==> config.mk <==
export PLATFORM = sky130hd
export DESIGN_NAME = ball_round_sequencer
export DESIGN_NICKNAME = d
export VERILOG_FILES = /design/src/rtl/ball_round_sequencer.sv
export SDC_FILE = /design/constraint.sdc
export NUM_CORES = 1
export LEC_CHECK = 0
export CAP_MARGIN = 30
export CORE_MARGIN = 5
export CORE_UTILIZATION = 45
export CTS_CLUSTER_DIAMETER = 150
export CTS_CLUSTER_SIZE = 24
export DETAILED_ROUTE_END_ITERATION = 7
export GPL_ROUTABILITY_DRIVEN = 1
export GPL_TIMING_DRIVEN = 0
export PLACE_DENSITY = 0.79
export SETUP_SLACK_MARGIN = 0.3
export SYNTH_ARGS = -nofsm -noshare
export SYNTH_HDL_FRONTEND = slang
export SYNTH_SLANG_ARGS = --single-unit
==> constraint.sdc <==
create_clock -name clk -period 4.1 [get_ports clk]
set_input_delay 1.23 -clock clk [delete_from_list [all_inputs] [get_ports clk]]
set_output_delay 1.23 -clock clk [all_outputs]
set_load 0.1 [all_outputs]
==> src/rtl/ball_round_sequencer.sv <==
// Round/lives controller for the pinball ball datapath: gates the frame tick,
// issues the launch pulse, counts lives and sequences the inter-ball delay and game over.
module ball_round_sequencer #(
    parameter int unsigned NUM_LIVES             = 3,
    parameter int unsigned LIVES_W               = 3,
    parameter int unsigned LAUNCH_HOLDOFF_FRAMES = 15,
    parameter int unsigned LOST_DELAY_FRAMES     = 60
) (
    input  logic               clk,
    input  logic               resetN,
    input  logic               startOfFrame,
    input  logic               newGameKey,
    input  logic               launchKey,
    input  logic               pauseKey,
    input  logic               ballLost,
    output logic               frameTick,
    output logic               startGame,
    output logic               lifeLostPulse,
    output logic [LIVES_W-1:0] livesLeft,
    output logic               gameOverFlag,
    output logic [2:0]         roundState
);

    typedef enum logic [2:0] {
        StIdle   = 3'd0,
        StArmed  = 3'd1,
        StLaunch = 3'd2,
        StPlay   = 3'd3,
        StPause  = 3'd4,
        StLost   = 3'd5,
        StOver   = 3'd6
    } stateT;

    localparam logic [7:0]         HoldoffCnt = 8'(LAUNCH_HOLDOFF_FRAMES);
    localparam logic [7:0]         LostCnt    = 8'(LOST_DELAY_FRAMES);
    localparam logic [LIVES_W-1:0] LivesInit  = LIVES_W'(NUM_LIVES);

    stateT      state;
    logic [7:0] frameCnt;
    logic       newGamePrev;
    logic       launchPrev;
    logic       pausePrev;
    logic       newGameEdge;
    logic       launchEdge;
    logic       pauseEdge;

    assign newGameEdge = newGameKey & ~newGamePrev;
    assign launchEdge  = launchKey & ~launchPrev;
    assign pauseEdge   = pauseKey & ~pausePrev;

    // Zero-latency gate so the datapath is frozen in every state except PLAY.
    assign frameTick  = startOfFrame & (state == StPlay);
    assign roundState = state;

    always_ff @(posedge clk or negedge resetN) begin
        if (!resetN) begin
            state         <= StIdle;
            frameCnt      <= 8'd0;
            livesLeft     <= LivesInit;
            startGame     <= 1'b0;
            lifeLostPulse <= 1'b0;
            gameOverFlag  <= 1'b0;
            // Prev at 1 keeps a key held through reset from firing.
            newGamePrev   <= 1'b1;
            launchPrev    <= 1'b1;
            pausePrev     <= 1'b1;
        end else begin
            newGamePrev   <= newGameKey;
            launchPrev    <= launchKey;
            pausePrev     <= pauseKey;
            startGame     <= 1'b0;
            lifeLostPulse <= 1'b0;

            if (startOfFrame && frameCnt != 8'd0) begin
                frameCnt <= frameCnt - 8'd1;
            end

            case (state)
                StIdle, StOver: begin
                    if (newGameEdge) begin
                        state        <= StArmed;
                        livesLeft    <= LivesInit;
                        frameCnt     <= HoldoffCnt;
                        gameOverFlag <= 1'b0;
                    end
                end
                StArmed: begin
                    if (launchEdge && frameCnt == 8'd0) begin
                        state     <= StLaunch;
                        startGame <= 1'b1;
                    end
                end
                StLaunch: state <= StPlay;
                StPlay: begin
                    if (ballLost) begin
                        state         <= StLost;
                        livesLeft     <= (livesLeft != '0) ? livesLeft - LIVES_W'(1) : '0;
                        lifeLostPulse <= 1'b1;
                        frameCnt      <= LostCnt;
                    end else if (pauseEdge) begin
                        state <= StPause;
                    end
                end
                StPause: begin
                    if (pauseEdge) begin
                        state <= StPlay;
                    end
                end
                StLost: begin
                    if (frameCnt == 8'd0) begin
                        if (livesLeft == '0) begin
                            state        <= StOver;
                            gameOverFlag <= 1'b1;
                        end else begin
                            state    <= StArmed;
                            frameCnt <= HoldoffCnt;
                        end
                    end
                end
                default: begin
                    state        <= StIdle;
                    gameOverFlag <= 1'b0;
                end
            endcase
        end
    end

endmodule

* Yosys cells after proc, flatten, opt, wreduce, memory -nomap -nowiden
Index checks and enable logic that the tools add are counted.
** Storage, ports and cells
- Flip-flop bits (word level) :: 20
- Input bits :: 7
- Output and inout port bits :: 10
- Word-level logic and storage cells :: 71
** Cells by class
- $add $sub $neg :: 2
- Eq/ne operators :: 13
- Mux-type cells :: 26
- Bitwise operators :: 8
- Reductions and logical operators :: 13
** Operators by type and width (number)
- 8-bit 2-to-1 mux :: 5
- 3-bit 2-to-1 mux :: 10
- 8-bit one-hot mux with 3 select lines :: 1
- 3-bit one-hot mux with 6 select lines :: 1
- 2-bit inequality test (second input constant) :: 6
- 3-bit equality test (second input constant) :: 3
- 8-bit logical NOT :: 1
- 8-bit nonzero test :: 1
- 8-bit by 1-bit subtractor with 8-bit output (second input constant) :: 1
- 1-bit 2-to-1 mux :: 7
- 3-bit by 2-bit equality test with 1-bit output (second input constant) :: 2
- 3-bit logical NOT :: 2
- 3-bit one-hot mux with 2 select lines :: 1
- 5-bit AND reduction :: 1
- 1-bit AND :: 4
- 1-bit NOT :: 4
- 4-bit AND reduction :: 1
- 4-bit OR reduction :: 1
- 3-bit by 1-bit equality test with 1-bit output (second input constant) :: 1
- 3-bit inequality test (second input constant) :: 1
- 1-bit one-hot mux with 3 select lines :: 1
- 3-bit AND reduction :: 1
- 3-bit nonzero test :: 1
- 3-bit by 1-bit subtractor with 3-bit output (second input constant) :: 1
- 3 further kinds :: 4

* Depth between registers and ports, before layout
Gate-level depths: netlist of run 1.
- Word-level depth :: 6
- Depth in mapped cells :: 7
- Depth with buffers taken out :: 7

* Worst setup path after synthesis of run 1
No wires, ideal clock.
- Path type :: reg2out
- Start point :: register state[0], in the netlist roundState[0]
- End point :: output port frameTick
- Arrival :: 2398 ps
- Data required time :: 2870 ps
- Path slack :: 472 ps
- Cell stages (with the launch flop) :: 4
- Buffers on the path :: 1
- Cell sequence :: dfrtp_1 -> buf_2 -> nor3b_2 -> and2_1
** Between the ends
- Word-level cells in the longest chain between the ends :: 2
** RTL lines
- start, declared :: RTL line 38 : stateT state;
- start signal, assigned :: RTL line 57 : state <= StIdle;
- start signal, assigned :: RTL line 81 : state <= StArmed;
- start signal, assigned :: RTL line 89 : state <= StLaunch;
- 3-bit by 2-bit equality test with 1-bit output :: RTL line 52 : assign frameTick = startOfFrame & (state == StPlay);
- 1-bit AND :: RTL line 52
- end, declared :: RTL line 16 : output logic frameTick,
No other way between the ends.

* Worst setup path after layout of run 1
- Start point :: input port startOfFrame
- End point :: output port frameTick
** Between the ends
- Word-level cells in the longest chain between the ends :: 1
** RTL lines
- start, declared :: RTL line 11 : input logic startOfFrame,
- 1-bit AND :: RTL line 52
No other way between the ends.

==> impl_results.md, run 1 <==
- Result of the run: complete, no violations
- Global router's overall resource usage: 15.5%
- Startpoint-to-endpoint class of the critical path: primary input to output port
- Final-layout fill cell count: 235
- Sink Count: 20
- Slew Limit Headroom: 35.2%
- Number of H-tree levels: 1
- Number of I/O port buffers: 16
- Routability congestion estimate: 0.873
- Hold Fails Final Rpt: 0
- Post CTS Setup Buffer Count: 0
- CTS resizes: 3
- Wire length on met1: 1100 microns
- Buffer type at the clock tree root: sky130_fd_sc_hd__clkbuf_4
- Bufs on Longest Clock Path: 2
- Maximum clock frequency: 0.272 GHz
- Final net count: 153
- Peak VDD IR: 0.414 mV
- Length of the first detailed-routing pass in iterations: 4
- Highest routed layer: met4
- TritonCTS clock tree: yes
- Number of CTS-inserted buffers: 3
- Fin cells: 171
- Class of the worst hold path: register to register
- Largest net degree at the start of global routing: 21
- Total die area: 3810 sq um
- Hold-fix buffers at CTS: 0
- Top FF cell, synth: sky130_fd_sc_hd__dfrtp_1
- DRT iter0 DRCs: 26
- Max_cap viols: 0
- Placement row count: 18
- Distinct cell type count after synthesis: 46
- Final number of max-transition violations: 0
- Antenna-violating nets left: 0
- Critical-path cell list: clkdlybuf4s50_1 -> and2_1 -> clkdlybuf4s15_2
- Final routed wirelength across all metal layers: 2470 microns
- Layout-stage area growth over the synthesis result: 18.7%
- Number of endpoints failing setup at the final stage: 0
- Vias in the first global route: 998
- Wire length per cell after detailed routing: 14.4 microns
- Power after layout: 1.03 mW
- Synth warn: 0
- Dominant cell type by area after synthesis: sky130_fd_sc_hd__dfrtp_1
- Number of primary I/O pins: 17
- Critical Path Source Type: primary input
- Post-synth EDFFs: 0
- Number of flip-flops and latches in the synthesized netlist: 20
- Share of the cycle needed by the critical path after routing: 89.7%
- Mean Syn Cell Area: 9.96 sq um
- Transition time at the pin with the least slew margin: 0.969 ns
- Register area: 507 sq um
- Overall via count from detail_route: 964
- Die X-Extent: 61.7 microns
- Area contributors post-synth: sky130_fd_sc_hd__dfrtp_1 31%, sky130_fd_sc_hd__dfstp_2 11%, sky130_fd_sc_hd__ha_1 4.2%, sky130_fd_sc_hd__a21oi_1 3.3%, sky130_fd_sc_hd__nand2_1 3.1%
- Core Area: 2520 sq um
- Final core utilization: 56.7%
- Number of nets in the synthesized netlist: 132
- Die H: 61.7 microns
- Kind of capture point of the worst setup path: output port
- Combined area of all synthesized cells: 1200 sq um
- Met2 Wirelength: 1220 microns
- Min Clock Period, post-route: 3.68 ns
- Async set or reset register ratio after synthesis: 100%
- Worst-Skew Late Latency: 0.30 ns
- Setup repair after global routing missed its margin: no
- Wire length of the first global-routing pass: 4360 microns
- Drt via density: 5.64
- Top-area cell type share of the netlist area: 31.2%
- Synth cell count leaders: 15 x sky130_fd_sc_hd__dfrtp_1, 10 x sky130_fd_sc_hd__nand2_1, 10 x sky130_fd_sc_hd__nor2_1
- Share of post-route cells with drive strength above 1: 17.7%
- Lkg Pwr: 0.564 nW
- Clock transition at the registers of the reported paths: 0.12 ns
- Number of antenna violations at the first check in global routing: 0
- Most frequent cell after synthesis: sky130_fd_sc_hd__dfrtp_1
- Worst path arrival time: 2.45 ns
- Met3 Routed Length: 94 microns
- Crit-path slowest cell: sky130_fd_sc_hd__clkdlybuf4s15_2
- Post-detailed-placement half-perimeter wirelength: 1890 microns
- Share of the yosys chip area belonging to registers: 42.1%
- WP data required: 2.87 ns
- Post-Route Skew: 0.00809 ns
- Instance count after placement with tap cells included: 167
- Highest fanout seen on the critical path: 3
- Number of diodes: 0
- Remaining global-route overflow: 0
- Power per cell area: 722 nW/um^2
- Number of remaining DRC errors: 0
- Gate count of the mapped netlist: 121
- Multi-input logic area: 647 sq um
- Max stage delay on crit path: 0.56 ns
- Starting density of the core: 47.8%
power breakdown:
group,internal [mW],switching [mW],total [mW]
Sequential,0.259,0.0645,0.324
Clock,0.0379,0.0599,0.0978
Combinational,0.211,0.400,0.610
per-stage QoR:
step           TNS (ns)  cell area (sq um)  worst slack, ns  hold slack [ns]
6_report              0               1430            0.424            0.526
5_1_grt               0               1430            0.397            0.563
4_1_cts               0               1430            0.422            0.530
3_5_place_dp     -0.159               1400           -0.159            0.510
3_3_place_gp     -0.127               1400           -0.127            0.489
2_1_floorplan         0               1200            0.472            0.526
layout by cell type, fill, tap and decap left out, drive strengths merged, types with 2 or more instances in the layout:
cell	n
nor2b	3
dfstp	5
o21ai	9
nor4	2
or3	2
dfrtp	15
a21oi	9
o2111ai	2
a21boi	2
nand3	2
nor3	3
nor2	11
a22o	2
o31a	3
ha	4
inv	7
buf	3
o21a	3
nor3b	3
xnor2	3
xor2	3
clkdlybuf4s50	15
clkbuf	5
nand2	11
area by class of cell:
cell class,count,area share (%)
multi-input combinational,90,45.2
sequential,20,35.4
timing repair buffer,16,11.3
tap,30,2.62
clock buffer,4,1.84
inverter,7,1.84
buffer,4,1.75
worst paths after layout:
check | start | to | slack (ns) | depth (start not counted)
worst max-delay path | startOfFrame | frameTick | 0.42 | 3
worst min-delay path | livesLeft[1] | livesLeft[1] | 0.53 | 2
worst min register to register | livesLeft[1] | livesLeft[1] | 0.53 | 2
min in group asynchronous | resetN | frameCnt[1] | 1.41 | 1
max in group asynchronous | resetN | roundState[2] | 2.14 | 1
worst max register to register | frameCnt[0] | roundState[0] | 2.04 | 7
state kept, by name, indices dropped and copies added (netlist names):
| signal | cells |
|---|---|
| frameCnt | 8 |
| gameOverFlag | 1 |
| launchPrev | 1 |
| lifeLostPulse | 1 |
| livesLeft | 3 |
| newGamePrev | 1 |
| pausePrev | 1 |
| roundState | 3 |
| startGame | 1 |
logic make-up after synthesis:
kind of cell             Yosys count  share of synthesized area (%)
adder cells (fa/ha/maj)            4                           4.15
multiplexers                       2                           2.08
AND/OR/NAND/NOR                   43                           21.0
flip-flops                        20                           42.1
AO/OA/AOI/OAI                     35                           22.1
XOR/XNOR                           6                           4.36
buffers and inverters             11                           4.26
worst max-delay path: cells and delay by family:
family	cells	cell delay [ns]
buf+inv	2	1.07
simple gates	1	0.14
routing by layer:
layer / vias to the layer above / track usage, %
met5: - / 0
li1: 472 / -
met1: 460 / 21.0
met3: 7 / 2.89
met4: 0 / 6.06
met2: 25 / 24.5
No activity file was read; power rests on OpenSTA's default activity.
==> inputs of run 2 (changes only) <==
--- a/config.mk
+++ b/config.mk
@@ -7,13 +7,13 @@
 export LEC_CHECK = 0
 export CAP_MARGIN = 30
 export CORE_MARGIN = 5
-export CORE_UTILIZATION = 45
+export CORE_UTILIZATION = 57
 export CTS_CLUSTER_DIAMETER = 150
 export CTS_CLUSTER_SIZE = 24
 export DETAILED_ROUTE_END_ITERATION = 7
 export GPL_ROUTABILITY_DRIVEN = 1
 export GPL_TIMING_DRIVEN = 0
-export PLACE_DENSITY = 0.79
+export PLACE_DENSITY = 0.94
 export SETUP_SLACK_MARGIN = 0.3
 export SYNTH_ARGS = -nofsm -noshare
 export SYNTH_HDL_FRONTEND = slang
==> constraint.sdc (replaced) <==
create_clock -name clk -period 4.42 [get_ports clk]
set_input_delay 1.326 -clock clk [delete_from_list [all_inputs] [get_ports clk]]
set_output_delay 1.326 -clock clk [all_outputs]
set_load 0.1 [all_outputs]
==> run 2 against run 1 <==
  * Hold slack worse by 0.011 ns
  * Global-route usage is 2.4 points higher
  * Register-to-register slack better by 0.32 ns
  * Power is 0.65% lower
  * Sequential power is 6.5% lower
  * Critical path depth stayed put
  * Design area is 1.1% higher
  * Critical path type unchanged
==> impl_results.md, run 2 (synthesis results as in run 1) <==
- Hold EP: livesLeft[1]
- Number of diodes: 0
- Vias in the first global route: 1032
- Worst reg2reg endpoint: roundState[0]
- Startpoint of the lowest-slack register-to-register path: frameCnt[1]
- Crit-path slowest cell: sky130_fd_sc_hd__clkdlybuf4s50_1
- Hold_sp: livesLeft[1]
- Worst Reg-to-Reg Cells: 7
- Die H: 56.0 microns
- Final-layout fill cell count: 147
- Number of remaining DRC errors: 0
- Startpoint-to-endpoint class of the critical path: primary input to output port
- Number of antenna violations at the first check in global routing: 0
- Final net count: 153
- Kind of capture point of the worst setup path: output port
- Wire length per cell after detailed routing: 14.9 microns
- Layout-stage area growth over the synthesis result: 20.0%
- Slew Limit Headroom: 34.8%
- Starting density of the core: 60.8%
- Largest net degree at the start of global routing: 21
- Result of the run: complete, no violations
- Final non-filler cell area: 1450 sq um
- Highest-count cells in the layout ignoring fill and taps: 15 x sky130_fd_sc_hd__dfrtp_1, 15 x sky130_fd_sc_hd__clkdlybuf4s50_1, 10 x sky130_fd_sc_hd__nor2_1, 10 x sky130_fd_sc_hd__nand2_1, 8 x sky130_fd_sc_hd__a21oi_1
- Length of the first detailed-routing pass in iterations: 4
- Drt via density: 5.96
- Bufs on Longest Clock Path: 2
- Max stage delay on crit path: 0.51 ns
- Peak VDD IR: 0.472 mV
- Sink Count: 20
- Reg with most FFs: frameCnt
- Flip-flop count of the largest register after layout: 8
- Maximum clock frequency: 0.266 GHz
- Share of the cycle needed by the critical path after routing: 84.9%
- Highest fanout seen on the critical path: 3
- Power after layout: 1.03 mW
- DRT iter0 DRCs: 28
- Core Area: 1980 sq um
- Global router's overall resource usage: 17.8%
- Number of I/O port buffers: 16
- Wire length of the first global-routing pass: 4530 microns
- Buffer type at the clock tree root: sky130_fd_sc_hd__clkbuf_4
- Clock transition at the registers of the reported paths: 0.12 ns
- Critical-path cell list: clkdlybuf4s50_1 -> and2_1 -> clkbuf_2
- Power per cell area: 709 nW/um^2
- Worst-Skew Late Latency: 0.31 ns
- Worst path arrival time: 2.43 ns
- Setup repair after global routing missed its margin: no
- Number of endpoints failing setup at the final stage: 0
- Number of CTS-inserted buffers: 3
- Delay-heaviest family, CP: buffers and inverters
- Hold-fix buffers at CTS: 0
- Worst hold slack across all endpoints: 0.515 ns
- Post-Route Skew: 0.00343 ns
- Final routed wirelength across all metal layers: 2500 microns
- Flop2flop setup slack: 2.36 ns
- Lkg Pwr: 0.578 nW
- Critical Path Source Type: primary input
- Min Clock Period, post-route: 3.75 ns
- Share of post-route cells with drive strength above 1: 18.4%
- Post-detailed-placement half-perimeter wirelength: 1840 microns
- Total die area: 3130 sq um
- Class of the worst hold path: register to register
- Final number of max-transition violations: 0
- TritonCTS clock tree: yes
- Antenna-violating nets left: 0
- Die X-Extent: 56.0 microns
- Max_cap viols: 0
- Transition time at the pin with the least slew margin: 0.976 ns
- Number of H-tree levels: 1
- Final core utilization: 73.0%
- Buffer and inverter count on the worst path: 2
- Overall via count from detail_route: 1001
- Remaining global-route overflow: 0
- Number of primary I/O pins: 17
- Cell area after placement: 1400 sq um
- Routability congestion estimate: 0.868
- WP data required: 3.09 ns
- Number of stages on the worst hold path: 2
- Hold Fails Final Rpt: 0
- Placement row count: 16
-- run 2: changes by cell type in the layout (fill, tap and decap cells not counted) --
cell,before,now
sky130_fd_sc_hd__bufinv_16,0,1
sky130_fd_sc_hd__clkdlybuf4s15_2,1,0
sky130_fd_sc_hd__clkbuf_2,0,1
sky130_fd_sc_hd__clkbuf_1,2,1
-- run 2: area by class of cell --
cell class | count | area (sq um) | share of cell area [%]
Clock inverter | 1 | 30.0 | 2.08
Clock buffer | 3 | 22.5 | 1.56
Timing Repair Buffer | 16 | 155 | 10.7
Inverter | 7 | 26.3 | 1.82
Multi-Input combinational cell | 90 | 647 | 44.7
Tap cell | 27 | 33.8 | 2.34
Sequential cell | 20 | 507 | 35.0
Buffer | 4 | 25.0 | 1.73
-- run 2: repair_timing --
item / CTS / global route
setup buffers: 0 / 0
gates cloned: 0 / 0
endpoints found under the setup margin: 1 / 1
resized for setup: 2 / 1
hold endpoints to repair: 0 / 0
-- run 2: how the worst max path moves through the flow --
stage | cells after the start | slack [ns] | from | endpoint
final | 3 | 0.67 | startOfFrame | frameTick
after global routing | 3 | 0.63 | startOfFrame | frameTick
after global placement | 3 | -0.006 | startOfFrame | frameTick
after detailed placement | 3 | -0.008 | startOfFrame | frameTick
after floorplan | 3 | 0.70 | roundState[0] | frameTick
after CTS | 3 | 0.30 | startOfFrame | frameTick
-- run 2: report_power, final --
group          internal, mW  switching [mW]  total (mW)
sequential            0.240          0.0630       0.303
clock                0.0917          0.0615       0.153
combinational         0.196           0.373       0.569
total                 0.528           0.497        1.03
-- run 2: worst reg2reg max path, delay by kind of cell (launching register included) --
| kind | cells | cell delay [ns] |
|---|---|---|
| buf+inv | 1 | 0.11 |
| fa+ha+maj | 1 | 0.16 |
| simple gates | 2 | 0.50 |
| compound gates | 2 | 0.48 |
| mux | 1 | 0.30 |
| flops | 1 | 0.40 |
-- run 2: per-stage QoR --
step | std cells | setup WS, ns | setup TNS (ns)
3_5_place_dp | 164 | -0.00826 | -0.00826
5_1_grt | 168 | 0.631 | 0
4_1_cts | 168 | 0.301 | 0
6_report | 168 | 0.667 | 0
3_3_place_gp | 164 | -0.00601 | -0.00601
2_1_floorplan | 121 | 0.696 | 0
-- run 2: layer usage --
metal  GRT usage, %  routed length, microns  vias up
met5              0                       0        -
met4           7.46                      57        0
met3           3.25                     131        7
met2           29.9                    1240       37
met1           22.4                    1070      485
li1               -                       -      472
